===== src/rtl/answer_pkg.sv =====
// Shared types, LCG defaults and digit mapping for the answer generator.
package answer_pkg;

  typedef enum logic [1:0] {
    IDLE   = 2'd0,
    GEN    = 2'd1,
    COMMIT = 2'd2
  } state_t;

  localparam logic [31:0] LCG_A_DEF = 32'd1103515245;
  localparam logic [31:0] LCG_C_DEF = 32'd12345;
  localparam logic [31:0] SEED_DEF  = 32'd1;

  function automatic logic [15:0] digit_from_state(
    input logic [31:0] s,
    input int unsigned dmax
  );
    logic [31:0] r;
    r = {17'd0, s[30:16]};
    return 16'((r % dmax) + 32'd1);
  endfunction

endpackage


===== src/rtl/lcg32.sv =====
// 32-bit linear congruential generator with load and step enable.
module lcg32
  import answer_pkg::*;
#(
  parameter logic [31:0] A    = LCG_A_DEF,
  parameter logic [31:0] C    = LCG_C_DEF,
  parameter logic [31:0] SEED = SEED_DEF
) (
  input  logic        clk,
  input  logic        rst,
  input  logic        i_step,
  input  logic        i_load,
  input  logic [31:0] i_seed,
  output logic [31:0] o_next
);

  logic [31:0] r_state;

  assign o_next = A * r_state + C;

  always_ff @(posedge clk or posedge rst) begin
    if (rst) begin
      r_state <= SEED;
    end else if (i_load) begin
      r_state <= i_seed;
    end else if (i_step) begin
      r_state <= o_next;
    end
  end

endmodule


===== src/rtl/answer_gen_lcg.sv =====
// LCG-driven answer generator with atomic commit.
// Define UNIQUE_DIGITS_EN to reject repeated digits within one answer.
module answer_gen_lcg
  import answer_pkg::*;
#(
  parameter int unsigned NUM_DIGITS = 8,
  parameter int unsigned DIGIT_W    = 4,
  parameter int unsigned DIGIT_MAX  = 8,
  parameter logic [31:0] LCG_A      = LCG_A_DEF,
  parameter logic [31:0] LCG_C      = LCG_C_DEF,
  parameter logic [31:0] SEED       = SEED_DEF
) (
  input  logic                          clk,
  input  logic                          rst,
  input  logic                          change_answer,
  input  logic                          seed_load,
  input  logic [31:0]                   seed_value,
  output logic [NUM_DIGITS*DIGIT_W-1:0] answer,
  output logic                          answer_valid,
  output logic                          busy,
  output logic                          write_enable
);

  localparam int unsigned AW = NUM_DIGITS * DIGIT_W;
  localparam int unsigned IW = $clog2(NUM_DIGITS + 1);
  localparam logic [IW-1:0] LAST = IW'(NUM_DIGITS - 1);

  if (DIGIT_MAX >= (1 << DIGIT_W)) begin : g_dw_err
    $error("DIGIT_MAX does not fit in DIGIT_W bits");
  end

  state_t          r_state;
  state_t          w_state_nx;
  logic            r_prev;
  logic [IW-1:0]   r_idx;
  logic [AW-1:0]   r_shadow;
  logic [AW-1:0]   r_answer;
  logic [AW-1:0]   w_merged;
  logic            r_valid;
  logic [31:0]     w_lcg_next;
  logic [DIGIT_W-1:0] w_cand;
  logic            w_edge;
  logic            w_step;
  logic            w_load;
  logic            w_start;
  logic            w_accept;
  logic            w_last;

  assign w_edge  = change_answer & ~r_prev;
  assign w_step  = (r_state == GEN);
  assign w_load  = seed_load & (r_state == IDLE);
  assign w_start = w_edge & (r_state == IDLE);
  assign w_cand  = DIGIT_W'(digit_from_state(w_lcg_next, DIGIT_MAX));
  assign w_last  = w_step & w_accept & (r_idx == LAST);

  lcg32 #(
    .A    (LCG_A),
    .C    (LCG_C),
    .SEED (SEED)
  ) u_lcg (
    .clk    (clk),
    .rst    (rst),
    .i_step (w_step),
    .i_load (w_load),
    .i_seed (seed_value),
    .o_next (w_lcg_next)
  );

`ifdef UNIQUE_DIGITS_EN
  if (NUM_DIGITS > DIGIT_MAX) begin : g_nd_err
    $error("NUM_DIGITS exceeds DIGIT_MAX with unique digits");
  end

  logic [DIGIT_MAX-1:0] r_mask;
  logic [DIGIT_MAX-1:0] w_bit;

  assign w_bit    = DIGIT_MAX'(1) << (w_cand - DIGIT_W'(1));
  assign w_accept = ~|(r_mask & w_bit);

  always_ff @(posedge clk or posedge rst) begin
    if (rst) begin
      r_mask <= '0;
    end else if (w_start) begin
      r_mask <= '0;
    end else if (w_step && w_accept) begin
      r_mask <= r_mask | w_bit;
    end
  end
`else
  assign w_accept = 1'b1;
`endif

  always_comb begin
    w_merged = r_shadow;
    if (r_idx <= LAST) begin
      w_merged[r_idx*DIGIT_W +: DIGIT_W] = w_cand;
    end
  end

  always_ff @(posedge clk or posedge rst) begin
    if (rst) begin
      r_state <= IDLE;
    end else begin
      r_state <= w_state_nx;
    end
  end

  always_comb begin
    w_state_nx = r_state;
    unique case (r_state)
      IDLE:    if (w_edge) w_state_nx = GEN;
      GEN:     if (w_last) w_state_nx = COMMIT;
      COMMIT:  w_state_nx = IDLE;
      default: w_state_nx = IDLE;
    endcase
  end

  always_comb begin
    busy         = (r_state == GEN);
    write_enable = (r_state == COMMIT);
  end

  // answer is loaded on the way into COMMIT so it is stable while write_enable is high
  always_ff @(posedge clk or posedge rst) begin
    if (rst) begin
      r_prev   <= 1'b0;
      r_idx    <= '0;
      r_shadow <= '0;
      r_answer <= '0;
      r_valid  <= 1'b0;
    end else begin
      r_prev <= change_answer;
      if (w_start) begin
        r_idx <= '0;
      end else if (w_step && w_accept) begin
        r_shadow <= w_merged;
        r_idx    <= r_idx + IW'(1);
      end
      if (w_last) begin
        r_answer <= w_merged;
        r_valid  <= 1'b1;
      end
    end
  end

  assign answer       = r_answer;
  assign answer_valid = r_valid;

endmodule

===== config.mk =====
export PLATFORM = sky130hd
export DESIGN_NAME = answer_gen_lcg
export DESIGN_NICKNAME = d
export VERILOG_FILES = /design/src/rtl/answer_pkg.sv /design/src/rtl/lcg32.sv /design/src/rtl/answer_gen_lcg.sv
export SDC_FILE = /design/constraint.sdc
export NUM_CORES = 1
export LEC_CHECK = 0
export BUFFER_PORTS_ARGS = -buffer_cell sky130_fd_sc_hd__buf_2
export CORE_ASPECT_RATIO = 1.1
export CORE_MARGIN = 2
export CORE_UTILIZATION = 55
export DETAILED_ROUTE_END_ITERATION = 10
export PLACE_DENSITY = 0.76
export RECOVER_POWER = 50
export SYNTH_ARGS = -nofsm -noshare
export SYNTH_HDL_FRONTEND = slang
export SYNTH_SLANG_ARGS = --single-unit

===== constraint.sdc =====
create_clock -name clk -period 8.9 [get_ports clk]
set_input_delay 1.78 -clock clk [delete_from_list [all_inputs] [get_ports clk]]
set_output_delay 1.78 -clock clk [all_outputs]
set_load 0.02 [all_outputs]

==> implementation parameters, run 1 <==
Parameter                              Value

STA
  Maximum clock frequency ... 0.128 GHz
  Total count of hold-check failures in the final report ... 0
  Shortest clock period the worst path allows after layout ... 7.79 ns
  Final Skew ... 0.00720 ns
  Slew at the pin with the worst max-slew slack ... 3.05 ns
  Number of slew-limit violations in the final report ... 155
  Worst-case headroom to the max-slew limit ... -103%
  Final setup violation count ... 0
  Setup TNS after final layout ... 0 ns
  Final Cycle Share ... 87.5%
  RSZ-0062 raised after global routing ... false

GRT
  Maximum number of pins on one net before global-route repair ... 61
  Total overflow reported by the global router ... 0
  Fraction of met2 tracks used by global routing ... 42.5%
  GRT Util Overall ... 23.7%
  Wire length of the first global-routing pass ... 28.5 mm
  Global-route layer with the greatest usage ... met2
  Fraction of met1 tracks used by global routing ... 30.4%
  Antenna violations before repair ... 0
  GR Util met3 ... 2.86%
  Vias in the first global route ... 5,715

Worst setup path
  Most repeated library cell on the critical path ... sky130_fd_sc_hd__ha_1
  Buffers plus inverters on the worst setup path ... 5
  Top cell family by delay on the critical path ... adder cells
  Critical Path AT ... 8.02 ns
  Critical Path Start Type ... flop
  Worst Reg-to-Reg Cells ... 23
  Peak fanout along the critical path ... 11
  Cell at the slowest stage of the critical path ... sky130_fd_sc_hd__dfstp_1
  Crit-path cells ... inv_1 > ha_1 > inv_1 > ha_1 > fa_1 > fa_1 > ha_1 > ha_1 > fa_1 > inv_1 > fa_1 > inv_1 > ha_1 > nor3_1 > nand2_1 > o2bb2ai_1 > o21ai_0 > a211oi_1 > inv_1 > ha_1 > xor3_1 > and3_2 > mux2_1
  Cell depth of the worst setup path ... 23
  Data required time at the worst endpoint ... 9.12 ns
  Critical setup path kind ... reg -> reg
  Largest incremental delay on the critical path ... 0.85 ns
  Nature of the critical path endpoint ... flop

Clock network
  CTS tree ... done
  Clock tree root buffer cell ... sky130_fd_sc_hd__clkbuf_16
  Quantity of hold-fixing buffers added after cts ... 0
  Number of buffers on the longest clock path ... 2
  Post-CTS setup buffers ... 0
  Clock buffers created by TritonCTS ... 9
  Clock latency of the later-clocked register in the worst-skew pair ... 0.35 ns
  Clock-pin slew of the registers on the worst-case setup and hold paths ... 0.07 ns
  Clock H-tree levels ... 3
  Number of clock sinks seen by CTS ... 91
  Number of resized instances in the post-cts repair step ... 0

Route
  Final WL ... 16.9 mm
  Average vias per placed instance ... 5.35
  Pre-antenna DRT Iters ... 4
  DRC violation total after the first TritonRoute iteration ... 267
  Average wire per standard cell ... 16.3 um
  DRC viols ... 0
  Count of nets left with antenna violations after detail routing ... 0
  Number of vias after detailed routing ... 5,537

Synthesis
  Synthesized cell area ... 7860 um^2
  Share of the yosys chip area belonging to registers ... 29.0%
  Commonest register cell after synthesis ... sky130_fd_sc_hd__dfrtp_1
  Synth Area in Compound Gates ... 9.63%
  Dominant combinational cell family by area after synthesis ... adder cells
  Flip-flop and latch count after synthesis ... 91
  Yosys Warn Count ... 0
  Synth Area per Inst ... 9.97 um^2
  Gate count of the mapped netlist ... 789
  Share of the synthesized area in the top cell type ... 28.6%
  Synth area leaders ... sky130_fd_sc_hd__dfrtp_1, sky130_fd_sc_hd__ha_1, sky130_fd_sc_hd__fa_1, sky130_fd_sc_hd__inv_1, sky130_fd_sc_hd__mux2i_1
  Share of synthesized cell area in and, or, nand and nor gates ... 9.44%
  Xor/xnor cell area share of the yosys netlist ... 4.04%
  Area leader, netlist ... sky130_fd_sc_hd__dfrtp_1
  Post-Syn Nets ... 988
  Commonest cells in the netlist ... sky130_fd_sc_hd__inv_1, sky130_fd_sc_hd__ha_1, sky130_fd_sc_hd__dfrtp_1
  Number of enable flip-flop cells after synthesis ... 0
  Multiplexer area fraction after synthesis ... 6.51%
  Post-synth ARST share ... 100%
  Yosys cell types ... 65
  Synth Area in Adders ... 31.7%
  Most common cell in the synthesized netlist ... sky130_fd_sc_hd__inv_1

Layout
  Fraction of final layout cells sized beyond drive strength 1 ... 9.93%
  Area growth syn-to-layout ... 8.69%
  Number of antenna cells inserted ... 0
  Net total in the final layout ... 1,040
  Total non-filler cell area in the finished layout ... 8550 um^2

Min path
  Classification of the worst-slack hold path ... reg -> reg
  Count of cells along the worst hold path ... 1

Outcome
  Failing checks ... max-capacitance violations, max-slew violations
  Run status ... finished with violations

Place
  Port-buffer cells ... 57
  Post-detailed-placement cell area ... 8330 um^2
  DP HPWL ... 13.4 mm
  RePlAce Congestion ... 0.860

Job
  Max-cap check violation count ... 3

Floorplan
  IO Pins ... 71
  Chip Width ... 118 um
  Total Die Area ... 15,300 um^2
  Height of the chip ... 129 um
  Starting Density ... 56.5%
  Std cell rows ... 45
  CORE AREA ... 13,900 um^2
[metal layers]
metal  share of wire, %  vias up  wire length [um]
li1                   -     2677                 -
met5                  0        -                 0
met1                 44     2700              7330
met4                2.7        0               463
met2                 51      123              8520
met3                3.2       37               542
[layout by cell type (no fill, tap or decap), types with 4 or more instances in the layout]
cell                          n
sky130_fd_sc_hd__inv_1      172
sky130_fd_sc_hd__ha_1       103
sky130_fd_sc_hd__dfrtp_1     90
sky130_fd_sc_hd__fa_1        60
sky130_fd_sc_hd__a21oi_1     48
sky130_fd_sc_hd__nor2_1      45
sky130_fd_sc_hd__clkbuf_1    38
sky130_fd_sc_hd__o21ai_0     31
sky130_fd_sc_hd__nand2_1     31
sky130_fd_sc_hd__mux2i_1     26
sky130_fd_sc_hd__buf_2       23
sky130_fd_sc_hd__xnor2_1     20
sky130_fd_sc_hd__mux2_2      17
sky130_fd_sc_hd__a22oi_1     15
sky130_fd_sc_hd__nor3_1      13
sky130_fd_sc_hd__xor2_1      11
sky130_fd_sc_hd__clkbuf_16    9
sky130_fd_sc_hd__nand3_1      8
sky130_fd_sc_hd__nor2b_1      5
sky130_fd_sc_hd__nand2b_1     4
sky130_fd_sc_hd__a221o_1      4
sky130_fd_sc_hd__nor3_4       4
sky130_fd_sc_hd__mux2_1       4
[flip-flops by register name, indices dropped and copies added (netlist names)]
signal         count
answer            32
r_shadow          32
u_lcg.r_state     19
r_idx              4
r_state            2
answer_valid       1
r_prev             1
[cell type report]
type,instances,area [um^2]
clock buffers,10,239
clock inverters,6,48.8
fillers,1188,5360
inverters,174,654
multi-input cells,503,4820
flip-flops and latches,91,2280
well taps,188,235
repair buffers,62,265
[logic make-up (layout without fill, tap and decap cells)]
group	after synthesis	count (layout)
compound gates	121	121
xor+xnor	33	33
fa+ha+maj	163	163
buf+inv	195	252
flops	91	91
mux	48	48
simple gates	138	138
[stage by stage]
step	cells	utilization, %	worst slack (ns)	hold WS (ns)
CTS	1034	62.0	1.27	0.467
finish	1034	61.4	1.11	0.465
detailed placement	1018	59.9	1.29	0.450
global placement	1018	59.9	1.37	0.446
global route	1034	61.4	0.682	0.501
floorplan	789	-	2.25	0.448
[final timing paths]
kind	from	to	slack, ns
setup / recovery	u_lcg.r_state[0]	r_shadow[22]	1.11
hold / removal	answer_valid	answer_valid	0.46
setup reg to reg	u_lcg.r_state[0]	r_shadow[22]	1.11
hold reg to reg	answer_valid	answer_valid	0.46
max in group asynchronous	rst	r_idx[1]	3.68
min in group asynchronous	rst	answer[24]	1.77
Power of run 1 is left out: the tool's default activity adds up to more than one toggle a clock period on the data nets, which glitch-free logic cannot reach.
==> inputs of run 2 (changes only) <==
Settings changed: PLACE_DENSITY 0.76 to 0.74, SYNTH_HIERARCHICAL set to 1.
==> implementation parameters, run 2 <==
Parameter                              Value

Layout
  Leading cell types in the layout, fill and taps excluded ... sky130_fd_sc_hd__inv_1, sky130_fd_sc_hd__ha_1, sky130_fd_sc_hd__dfrtp_1, sky130_fd_sc_hd__nand2_1, sky130_fd_sc_hd__o21ai_0
  FILL cells ... 1,233
  Net total in the final layout ... 1,101
  Area growth syn-to-layout ... 8.55%
  Number of antenna cells inserted ... 0
  Fraction of final layout cells sized beyond drive strength 1 ... 10.0%
  Most common cell after layout, fill and taps aside ... sky130_fd_sc_hd__inv_1

Floorplan
  Height of the chip ... 132 um
  Std cell rows ... 46
  Chip Width ... 120 um
  CORE AREA ... 14,500 um^2
  Starting Density ... 56.5%
  IO Pins ... 71
  Total Die Area ... 15,900 um^2

Route
  DRC violation total after the first TritonRoute iteration ... 235
  Met2 Wirelength ... 8.19 mm
  Met1 WL ... 7.56 mm
  Count of nets left with antenna violations after detail routing ... 0
  Average vias per placed instance ... 5.17
  Number of vias after detailed routing ... 5,568
  Average wire per standard cell ... 15.2 um
  Topmost layer with routed signal wires ... met4
  Pre-antenna DRT Iters ... 4
  Final WL ... 16.4 mm
  Detail Route met3 WL ... 416 um
  DRC viols ... 0

Clock network
  Quantity of hold-fixing buffers added after cts ... 0
  Clock latency of the later-clocked register in the worst-skew pair ... 0.34 ns
  CTS tree ... done
  Clock H-tree levels ... 3
  Number of buffers on the longest clock path ... 2
  Post-CTS setup buffers ... 0
  Clock tree root buffer cell ... sky130_fd_sc_hd__clkbuf_16
  Number of clock sinks seen by CTS ... 91
  Clock buffers created by TritonCTS ... 9
  Number of resized instances in the post-cts repair step ... 0
  Clock-pin slew of the registers on the worst-case setup and hold paths ... 0.07 ns

GRT
  Maximum number of pins on one net before global-route repair ... 38
  GRT Util Overall ... 22.4%
  Total overflow reported by the global router ... 0
  Wire length of the first global-routing pass ... 28.6 mm
  Antenna violations before repair ... 0
  Vias in the first global route ... 5,897

Job
  Max-cap check violation count ... 2

STA
  RSZ-0062 raised after global routing ... false
  Maximum clock frequency ... 0.132 GHz
  Number of slew-limit violations in the final report ... 73
  Worst-case headroom to the max-slew limit ... -41.4%
  Final setup violation count ... 0
  Final Skew ... 0.00845 ns
  Shortest clock period the worst path allows after layout ... 7.60 ns
  Total count of hold-check failures in the final report ... 0
  Setup TNS after final layout ... 0 ns
  Slew at the pin with the worst max-slew slack ... 2.12 ns
  Final Cycle Share ... 85.4%

Worst setup path
  Peak fanout along the critical path ... 9
  Critical Path Start Type ... flop
  Critical setup path kind ... reg -> reg
  Worst Reg-to-Reg Cells ... 25
  Nature of the critical path endpoint ... flop
  Critical Path AT ... 7.79 ns
  Data required time at the worst endpoint ... 9.09 ns

Place
  Port-buffer cells ... 57
  DP HPWL ... 13.0 mm
  RePlAce Congestion ... 0.890

Synthesis
  Post-Syn Nets ... 1,056
  Yosys Warn Count ... 6
  Gate count of the mapped netlist ... 836
  Synthesized cell area ... 8200 um^2
  Synth Area per Inst ... 9.80 um^2

Min path
  Count of cells along the worst hold path ... 1
  Classification of the worst-slack hold path ... reg -> reg

Outcome
  Failing checks ... max-capacitance violations, max-slew violations
  Run status ... finished with violations
## run 2: cell count changes in the layout (fill, tap and decap cells not counted), moves of 7 or more
cell	before	now
sky130_fd_sc_hd__nor2_1	45	19
sky130_fd_sc_hd__o21ai_0	31	65
sky130_fd_sc_hd__ha_1	103	122
sky130_fd_sc_hd__mux2_2	17	29
sky130_fd_sc_hd__a21oi_1	48	16
sky130_fd_sc_hd__xnor2_1	20	13
sky130_fd_sc_hd__mux2i_1	26	42
sky130_fd_sc_hd__nand2_1	31	69
sky130_fd_sc_hd__a22oi_1	15	1
sky130_fd_sc_hd__inv_1	172	182
## run 2: final cells by class
type | count | area [um^2] | share of cell area (%)
multi-input cells | 535 | 5100 | 57.3
well taps | 192 | 240 | 2.70
flip-flops and latches | 91 | 2280 | 25.6
clock buffers | 10 | 239 | 2.69
inverters | 182 | 683 | 7.68
repair buffers | 62 | 272 | 3.05
clock inverters | 6 | 82.6 | 0.928
## run 2: final timing paths
check                            startpoint           endpoint  slack, ns
min in group asynchronous               rst  u_lcg/r_state[18]       1.62
max                        u_lcg/r_state[0]         answer[10]       1.30
max in group asynchronous               rst       r_shadow[15]       4.70
min                            answer_valid       answer_valid       0.48
min reg2reg                    answer_valid       answer_valid       0.48
max reg2reg                u_lcg/r_state[0]         answer[10]       1.30
## run 2: per-layer routing
metal,track usage (%),vias to the layer above
li1,-,2759
met1,30.1,2731
met2,38.9,68
met3,2.47,10
met4,4.97,0
met5,0,-
## run 2: through the flow
| step | instances | hold slack, ns | instance area, um^2 | util, % | worst slack, ns |
|---|---|---|---|---|---|
| after global routing | 1078 | 0.507 | 8900 | 61.3 | 0.927 |
| after floorplan | 836 | 0.450 | 8200 | - | 2.42 |
| after CTS | 1078 | 0.473 | 8950 | 61.7 | 1.34 |
| after global placement | 1062 | 0.447 | 8630 | 59.5 | 1.46 |
| after detailed placement | 1062 | 0.448 | 8630 | 59.5 | 1.38 |
| final | 1078 | 0.478 | 8900 | 61.3 | 1.30 |
## run 2: critical path, stage by stage (launching register included)
cell and delay [ns]:
sky130_fd_sc_hd__dfstp_2 0.68, sky130_fd_sc_hd__inv_1 0.13, sky130_fd_sc_hd__ha_1 0.38, sky130_fd_sc_hd__inv_1 0.22
sky130_fd_sc_hd__ha_1 0.20, sky130_fd_sc_hd__inv_1 0.06, sky130_fd_sc_hd__fa_1 0.54, sky130_fd_sc_hd__inv_1 0.06
sky130_fd_sc_hd__fa_1 0.48, sky130_fd_sc_hd__ha_1 0.30, sky130_fd_sc_hd__ha_1 0.31, sky130_fd_sc_hd__fa_1 0.55
sky130_fd_sc_hd__inv_1 0.06, sky130_fd_sc_hd__fa_1 0.53, sky130_fd_sc_hd__inv_1 0.05, sky130_fd_sc_hd__ha_1 0.36
sky130_fd_sc_hd__a211oi_1 0.35, sky130_fd_sc_hd__nand2_1 0.10, sky130_fd_sc_hd__o211ai_1 0.35, sky130_fd_sc_hd__o21bai_1 0.15
sky130_fd_sc_hd__xor2_1 0.20, sky130_fd_sc_hd__ha_1 0.22, sky130_fd_sc_hd__xnor2_1 0.64, sky130_fd_sc_hd__nor3_1 0.22
sky130_fd_sc_hd__mux2i_1 0.20, sky130_fd_sc_hd__o21ai_0 0.09
Power of run 2 is left out for the same reason.
